File: src/rtl/decode_cycle.sv
// Decode stage: register file with writeback port, main/ALU decoders,
// immediate extender and the flushable ID/EX pipeline register.
module decode_cycle #(
    parameter bit WB_BYPASS = 1'b1
) (
    input  logic        clk,
    input  logic        rst,
    input  logic [31:0] InstrD,
    input  logic [31:0] PCD,
    input  logic [31:0] PCPlus4D,
    input  logic        RegWriteW,
    input  logic [4:0]  RDW,
    input  logic [31:0] ResultW,
    input  logic        FlushE,
    output logic        RegWriteE,
    output logic        ALUSrcE,
    output logic        MemWriteE,
    output logic        ResultSrcE,
    output logic        BranchE,
    output logic [2:0]  ALUControlE,
    output logic [31:0] RD1_E,
    output logic [31:0] RD2_E,
    output logic [31:0] Imm_Ext_E,
    output logic [31:0] PCE,
    output logic [31:0] PCPlus4E,
    output logic [4:0]  RD_E,
    output logic [4:0]  RS1_E,
    output logic [4:0]  RS2_E
);

    localparam logic [6:0] OP_LW  = 7'b0000011;
    localparam logic [6:0] OP_SW  = 7'b0100011;
    localparam logic [6:0] OP_R   = 7'b0110011;
    localparam logic [6:0] OP_I   = 7'b0010011;
    localparam logic [6:0] OP_BEQ = 7'b1100011;

    typedef enum logic [1:0] {
        IMM_I = 2'b00,
        IMM_S = 2'b01,
        IMM_B = 2'b10
    } imm_src_t;

    logic [6:0]  op;
    logic [2:0]  funct3;
    logic        funct7_5;
    logic [4:0]  rs1;
    logic [4:0]  rs2;
    logic [4:0]  rd;

    assign op       = InstrD[6:0];
    assign rd       = InstrD[11:7];
    assign funct3   = InstrD[14:12];
    assign rs1      = InstrD[19:15];
    assign rs2      = InstrD[24:20];
    assign funct7_5 = InstrD[30];

    logic [31:0] regs [32];

    always_ff @(posedge clk or negedge rst) begin
        if (!rst) begin
            for (int i = 0; i < 32; i++) begin
                regs[i] <= '0;
            end
        end else if (RegWriteW && RDW != 5'd0) begin
            regs[RDW] <= ResultW;
        end
    end

    logic        wb_hit1;
    logic        wb_hit2;
    logic [31:0] rd1;
    logic [31:0] rd2;

    assign wb_hit1 = WB_BYPASS && RegWriteW && RDW != 5'd0 && RDW == rs1;
    assign wb_hit2 = WB_BYPASS && RegWriteW && RDW != 5'd0 && RDW == rs2;

    always_comb begin
        rd1 = '0;
        rd2 = '0;
        if (rs1 != 5'd0) rd1 = wb_hit1 ? ResultW : regs[rs1];
        if (rs2 != 5'd0) rd2 = wb_hit2 ? ResultW : regs[rs2];
    end

    logic       reg_write;
    logic       alu_src;
    logic       mem_write;
    logic       result_src;
    logic       branch;
    imm_src_t   imm_src;
    logic [1:0] alu_op;

    always_comb begin
        reg_write  = 1'b0;
        alu_src    = 1'b0;
        mem_write  = 1'b0;
        result_src = 1'b0;
        branch     = 1'b0;
        imm_src    = IMM_I;
        alu_op     = 2'b00;
        unique case (1'b1)
            (op == OP_LW): begin
                reg_write  = 1'b1;
                alu_src    = 1'b1;
                result_src = 1'b1;
            end
            (op == OP_SW): begin
                alu_src   = 1'b1;
                mem_write = 1'b1;
                imm_src   = IMM_S;
            end
            (op == OP_R): begin
                reg_write = 1'b1;
                alu_op    = 2'b10;
            end
            (op == OP_I): begin
                reg_write = 1'b1;
                alu_src   = 1'b1;
                alu_op    = 2'b10;
            end
            (op == OP_BEQ): begin
                branch  = 1'b1;
                imm_src = IMM_B;
                alu_op  = 2'b01;
            end
            default: ;
        endcase
    end

    logic [2:0] alu_ctl;

    always_comb begin
        alu_ctl = 3'b000;
        unique case (alu_op)
            2'b01: alu_ctl = 3'b001;
            2'b10: begin
                unique case (funct3)
                    3'b000:  alu_ctl = (op[5] & funct7_5) ? 3'b001 : 3'b000;
                    3'b010:  alu_ctl = 3'b101;
                    3'b110:  alu_ctl = 3'b011;
                    3'b111:  alu_ctl = 3'b010;
                    default: alu_ctl = 3'b000;
                endcase
            end
            default: alu_ctl = 3'b000;
        endcase
    end

    logic [31:0] imm_ext;

    always_comb begin
        imm_ext = {{20{InstrD[31]}}, InstrD[31:20]};
        unique case (imm_src)
            IMM_S: imm_ext = {{20{InstrD[31]}}, InstrD[31:25], InstrD[11:7]};
            IMM_B: imm_ext = {{19{InstrD[31]}}, InstrD[31], InstrD[7],
                              InstrD[30:25], InstrD[11:8], 1'b0};
            default: ;
        endcase
    end

    // Flush only kills control and register ids; data is left to load.
    always_ff @(posedge clk or negedge rst) begin
        if (!rst) begin
            RegWriteE   <= 1'b0;
            ALUSrcE     <= 1'b0;
            MemWriteE   <= 1'b0;
            ResultSrcE  <= 1'b0;
            BranchE     <= 1'b0;
            ALUControlE <= '0;
            RD1_E       <= '0;
            RD2_E       <= '0;
            Imm_Ext_E   <= '0;
            PCE         <= '0;
            PCPlus4E    <= '0;
            RD_E        <= '0;
            RS1_E       <= '0;
            RS2_E       <= '0;
        end else begin
            RD1_E     <= rd1;
            RD2_E     <= rd2;
            Imm_Ext_E <= imm_ext;
            PCE       <= PCD;
            PCPlus4E  <= PCPlus4D;
            if (FlushE) begin
                RegWriteE   <= 1'b0;
                ALUSrcE     <= 1'b0;
                MemWriteE   <= 1'b0;
                ResultSrcE  <= 1'b0;
                BranchE     <= 1'b0;
                ALUControlE <= '0;
                RD_E        <= '0;
                RS1_E       <= '0;
                RS2_E       <= '0;
            end else begin
                RegWriteE   <= reg_write;
                ALUSrcE     <= alu_src;
                MemWriteE   <= mem_write;
                ResultSrcE  <= result_src;
                BranchE     <= branch;
                ALUControlE <= alu_ctl;
                RD_E        <= rd;
                RS1_E       <= rs1;
                RS2_E       <= rs2;
            end
        end
    end

endmodule

File: config.mk
export PLATFORM = sky130hd
export DESIGN_NAME = decode_cycle
export DESIGN_NICKNAME = d
export VERILOG_FILES = /design/src/rtl/decode_cycle.sv
export SDC_FILE = /design/constraint.sdc
export NUM_CORES = 2
export LEC_CHECK = 0
export CAP_MARGIN = 30
export CORE_MARGIN = 2
export CORE_UTILIZATION = 40
export DETAILED_ROUTE_END_ITERATION = 8
export PLACE_DENSITY = 0.58
export SYNTH_ARGS = -nofsm -noshare
export SYNTH_HDL_FRONTEND = slang
export SYNTH_SLANG_ARGS = --single-unit
File: constraint.sdc
create_clock -name clk -period 3.8 [get_ports clk]
set_input_delay 1.14 -clock clk [delete_from_list [all_inputs] [get_ports clk]]
set_output_delay 1.14 -clock clk [all_outputs]
set_load 0.05 [all_outputs]
== After elaboration in Yosys (flattened, before gate mapping) ==
Index checks and enable logic that the tools add are counted.

* Flip-flop bits (word level): 1188
* Input port bits: 137
* Logic and storage cells: 112

* $lt $le $gt $ge: 4
* Eq/ne operators: 14
* Muxes and demuxes: 33
* Bitwise logic cells: 4
* Reductions and logical operators: 11

{| class="wikitable"
|+ Operator list
! kind !! number
|-
| bitwise mux 1024 bit || 1
|-
| binary-select mux 32 bit (select 5 bit) || 2
|-
| 2-to-1 mux 32 bit || 9
|-
| demux 32 bit (select 5 bit) || 1
|-
| case mux 12 bit (2 select lines) || 1
|-
| greater-or-equal comparator 6 bit, second input constant || 3
|-
| NOT 5 -> 6 bit || 3
|-
| 2-to-1 mux 5 bit || 3
|-
| nonzero test 5 bit || 3
|-
| equality test 7 x 6 -> 1 bit, second input constant || 2
|-
| case mux 3 bit (4 select lines) || 1
|-
| 2-to-1 mux 1 bit || 11
|-
| equality test 5 bit || 2
|-
| case mux 2 bit (2 select lines) || 2
|-
| equality test 7 x 2 -> 1 bit, second input constant || 1
|-
| equality test 7 x 5 -> 1 bit, second input constant || 1
|-
| equality test 7 bit, second input constant || 1
|-
| equality test 3 bit, second input constant || 2
|-
| < comparator 6 x 1 -> 1 bit, second input constant || 1
|-
| case mux 3 bit (2 select lines) || 1
|-
| OR reduction 3 bit || 2
|-
| equality test 2 x 1 -> 1 bit, second input constant || 2
|-
| equality test 2 bit, second input constant || 2
|-
| logical AND 1 bit || 4
|-
| 5 further kinds || 5
|}

== Depth between registers and ports, before layout ==
* Word-level depth: 6
* Gate-level depth with buffers: 12

== Worst setup path after synthesis ==
No wires, ideal clock.

* Path type: in2reg
* Start point: input InstrD[20]
* End point: register RD2_E[14]
* Library setup time: 0.122 ns
* Arrival: 2.909 ns
* Slack: 0.769 ns
* Stages on the path: 6
* Buffers on the path: 2
* Cell sequence: buf_2 > buf_1 > mux4_2 > a211oi_1 > nand2_1 > a32o_1

* Word-level cells in the longest chain between the ends: 6

{| class="wikitable"
|+ Ends and longest elaborated chain
! what !! line !! source
|-
| start, declared || 8 || <nowiki>input logic [31:0] InstrD,</nowiki>
|-
| NOT 5 -> 6 bit (not written as such) || 81 || <nowiki>if (rs2 != 5'd0) rd2 = wb_hit2 ? ResultW : regs[rs2];</nowiki>
|-
| binary-select mux 32 bit (select 5 bit) || 81 ||
|-
| 2-to-1 mux 32 bit (not written as such) (2 in series) || 81 ||
|-
| 2-to-1 mux 32 bit || 81 ||
|-
| 2-to-1 mux 32 bit (*) || 81 ||
|-
| net rd2[14] || 72 || <nowiki>logic [31:0] rd2;</nowiki>
|-
| end signal, assigned || 179 || <nowiki>RD2_E <= rd2;</nowiki>
|-
| end, declared || 22 || <nowiki>output logic [31:0] RD2_E,</nowiki>
|}

Mark *: on every way through the listed nets, which the timed path passes. The rest lies on a longest branch. The select of a mux whose other input is x is not followed.
A chain may end at the register's enable or synchronous reset.

== Worst setup path in the final report ==
* Start point: register, netlist name Imm_Ext_E[12]
* End point: output Imm_Ext_E[30]

{| class="wikitable"
|+ RTL lines
! what !! line !! source
|-
| end, declared || 23 || <nowiki>output logic [31:0] Imm_Ext_E,</nowiki>
|}

No word-level cell between the ends.

==> results.yml <==
worst_setup_path:
  critPathTopFamily: "buffers and inverters"
  slowest_delay_ps: 910
  cp.required_ps: 2660
  startpoint_type: "register"
  critPathBufInv: 1
  crit_type: "reg -> out"
  crit_arrival_ps: 2360
  crit_path_end_kind: "primary output"
  cp_slowest_cell: "clkdlybuf4s50_1"
  crit_chain: "clkdlybuf4s50_1"
  path_max_fanout: 20
logic_synthesis:
  synth.top_cell.area_share_pct: 49.8
  synth-main-ff-cell: "dfrtp_1"
  synth_nets: 4241
  ys_seq_area_share_pct: 49.8
  avgSynthCellArea_um2: 14.6
  yosysTopAreaCell: "dfrtp_1"
  yosys_warnings: 0
  synth_edf_count: 0
  yosysMostFrequentCell: "dfrtp_1"
  yosys-top-cells-count: "1188 x dfrtp_1, 992 x mux2_2, 354 x mux4_2"
  synthDistinctLibCells: 65
  ys_async_sr_fraction_pct: 100
  syn_area_mm2: 0.0597
  synthTopCellsByArea: "dfrtp_1 50%, mux2_2 19%, mux4_2 13%, mux2i_1 5.1%, clkbuf_1 1.6%"
  synth_cells: 4100
  ys_ff_latch: 1188
floorplanning:
  die_w_um: 390
  dieHeight_um: 390
  row_count: 141
  coreArea_mm2: 0.148
  io_pins: 320
  start_util_pct: 40.3
  dieArea_mm2: 0.152
clock_network:
  clock-root-buffer: "clkbuf_16"
  cts_resized: 0
  htreeDepth: 4
  cts_sinks: 1188
  clock_latency_ps: 790
  cts_hold_buffers: 0
  tritoncts: "built"
  cts_setup_buffers: 0
  path_clk_slew_ps: 60
  clk_path_buf_depth: 3
  cts_buffers: 138
pwr:
  power.density_mw_per_mm2: 527
  p_leak_uw: 0.0309
  vdd_drop_max_mv: 0.346
global_route:
  grtUsageMet1_pct: 39.7
  gr-max-usage-layer: "met2"
  grt_pass1_vias: 40721
  grt_use_met3_pct: 5.98
  grt_usage_pct: 27.4
  met2_usage_pct: 41.2
  grt_overflow: 0
  antenna_found_initial: 10
  grt_first_pass_wirelength_mm: 301
  grt_max_degree: 129
timing:
  relSlewSlack_pct: 40.5
  clock_skew_ps: 23.7
  hold_viol: 0
  slew_viol_final: 0
  rsz0062_at_grt: "false"
  fmax_mhz: 286
  fin_crit_ps: 3500
  final.setup.tns_ps: 0
  hold_slack_ps: 265
  setup-violations-final: 0
  post-route-period-util_pct: 92.1
  tightest_slew_ps: 889
worst_hold_path:
  hp-class: "in -> async"
run:
  drv_cap: 0
finish:
  nets: 4500
  instances_no_fill: 6398
  syn_to_final_growth_pct: 19.1
  fin_area_mm2: 0.0711
  final_core_util_pct: 48.1
  drive_above_1_share_pct: 42.5
route:
  via_per_inst: 6.29
  detail-route-antenna-nets: 0
  vias: 40217
  drtIter0Drc: 4077
  drc: 0
  wl_per_cell_um: 32.7
  drt_pass1_iterations: 7
  wirelength_mm: 209
placement:
  place_inst: 6148
  io_buffers: 319
  hpwl_mm: 126
  post_dp_cell_area_mm2: 0.0666
  gp_congestion: 0.805
outcome:
  status: "completed"
cell usage in the layout, fill, tap and decap left out, types with 6 or more instances in the layout:
master,count
a2111oi_0,8
a211oi_1,38
a21oi_1,67
a221o_1,12
a221oi_1,29
a22o_1,8
a22oi_1,99
a32o_1,31
buf_12,104
buf_4,161
clkbuf_1,36
clkbuf_16,142
clkbuf_8,39
clkdlybuf4s50_1,309
clkinv_2,17
dfrtp_1,1188
inv_1,6
inv_6,8
mux2_2,992
mux2i_1,307
mux4_1,17
mux4_2,354
nand2_1,108
nand2_2,10
nand3_1,22
nor2_1,43
nor2_4,17
nor2b_1,18
nor3_1,30
nor3b_1,8
o211ai_1,19
o21ai_0,30
o21ai_1,9
o221ai_1,32
o22ai_1,51
xnor2_1,8
area by class of cell:
cell class,instances,area (um^2)
Timing Repair Buffer,586,6550
Clock inverter,32,307
Inverter,7,40.0
Tap cell,1930,2410
Antenna cell,1,2.50
Sequential cell,1188,29700
Clock buffer,216,4210
Fill cell,12818,76900
Multi-Input combinational cell,2438,27900
stage by stage:
stage / power (uW) / setup slack [ps]
CTS: 37700 / 207
global placement: 24000 / 71.6
finish: 37500 / 300
global route: 39000 / 170
detailed placement: 24200 / 10.8
floorplan: 21500 / 769
power breakdown:
group	internal, uW	switching (uW)
sequential	14900	1710
combinational	4110	3390
clock	7870	5500
metal layers:
metal	share of wire [%]	vias up
met3	8.1	364
met5	0.031	-
met4	3.1	10
li1	-	16177
met2	45	1753
met1	44	21913
kinds of logic (layout without fill, tap and decap cells):
logic type	after synthesis	in the layout	synth area share, %
compound gates	454	454	5.58
xor+xnor	10	10	0.147
fa+ha+maj	4	4	0.0838
buf+inv	474	841	3.97
flops	1188	1188	49.8
mux	1674	1674	38.1
other cells	0	1	0
simple gates	296	296	2.31
registers in the layout, indices dropped and copies added (netlist names), 3 cells and up:
| name | count |
|---|---|
| PCE | 32 |
| RS2_E | 5 |
| regs | 1024 |
| RD_E | 5 |
| RD2_E | 32 |
| RD1_E | 32 |
| RS1_E | 5 |
| PCPlus4E | 32 |
| Imm_Ext_E | 13 |
| ALUControlE | 3 |
path summary, 6_finish.rpt:
check	slack [ps]	endpoint	depth (start not counted)	start
setup / recovery	300	Imm_Ext_E[30]	1	Imm_Ext_E[12]$_DFF_PN0_
hold / removal	260	regs[90]$_DFFE_PN0P_	1	rst
setup reg to reg	1810	RD1_E[16]$_DFF_PN0_	5	regs[880]$_DFFE_PN0P_
hold reg to reg	390	regs[1006]$_DFFE_PN0P_	0	regs[1006]$_DFFE_PN0P_
max in group asynchronous	2440	RD_E[2]$_DFF_PN0_	2	rst
min in group clk	390	regs[1006]$_DFFE_PN0P_	0	regs[1006]$_DFFE_PN0P_
Power figures use the tool's default switching activity.
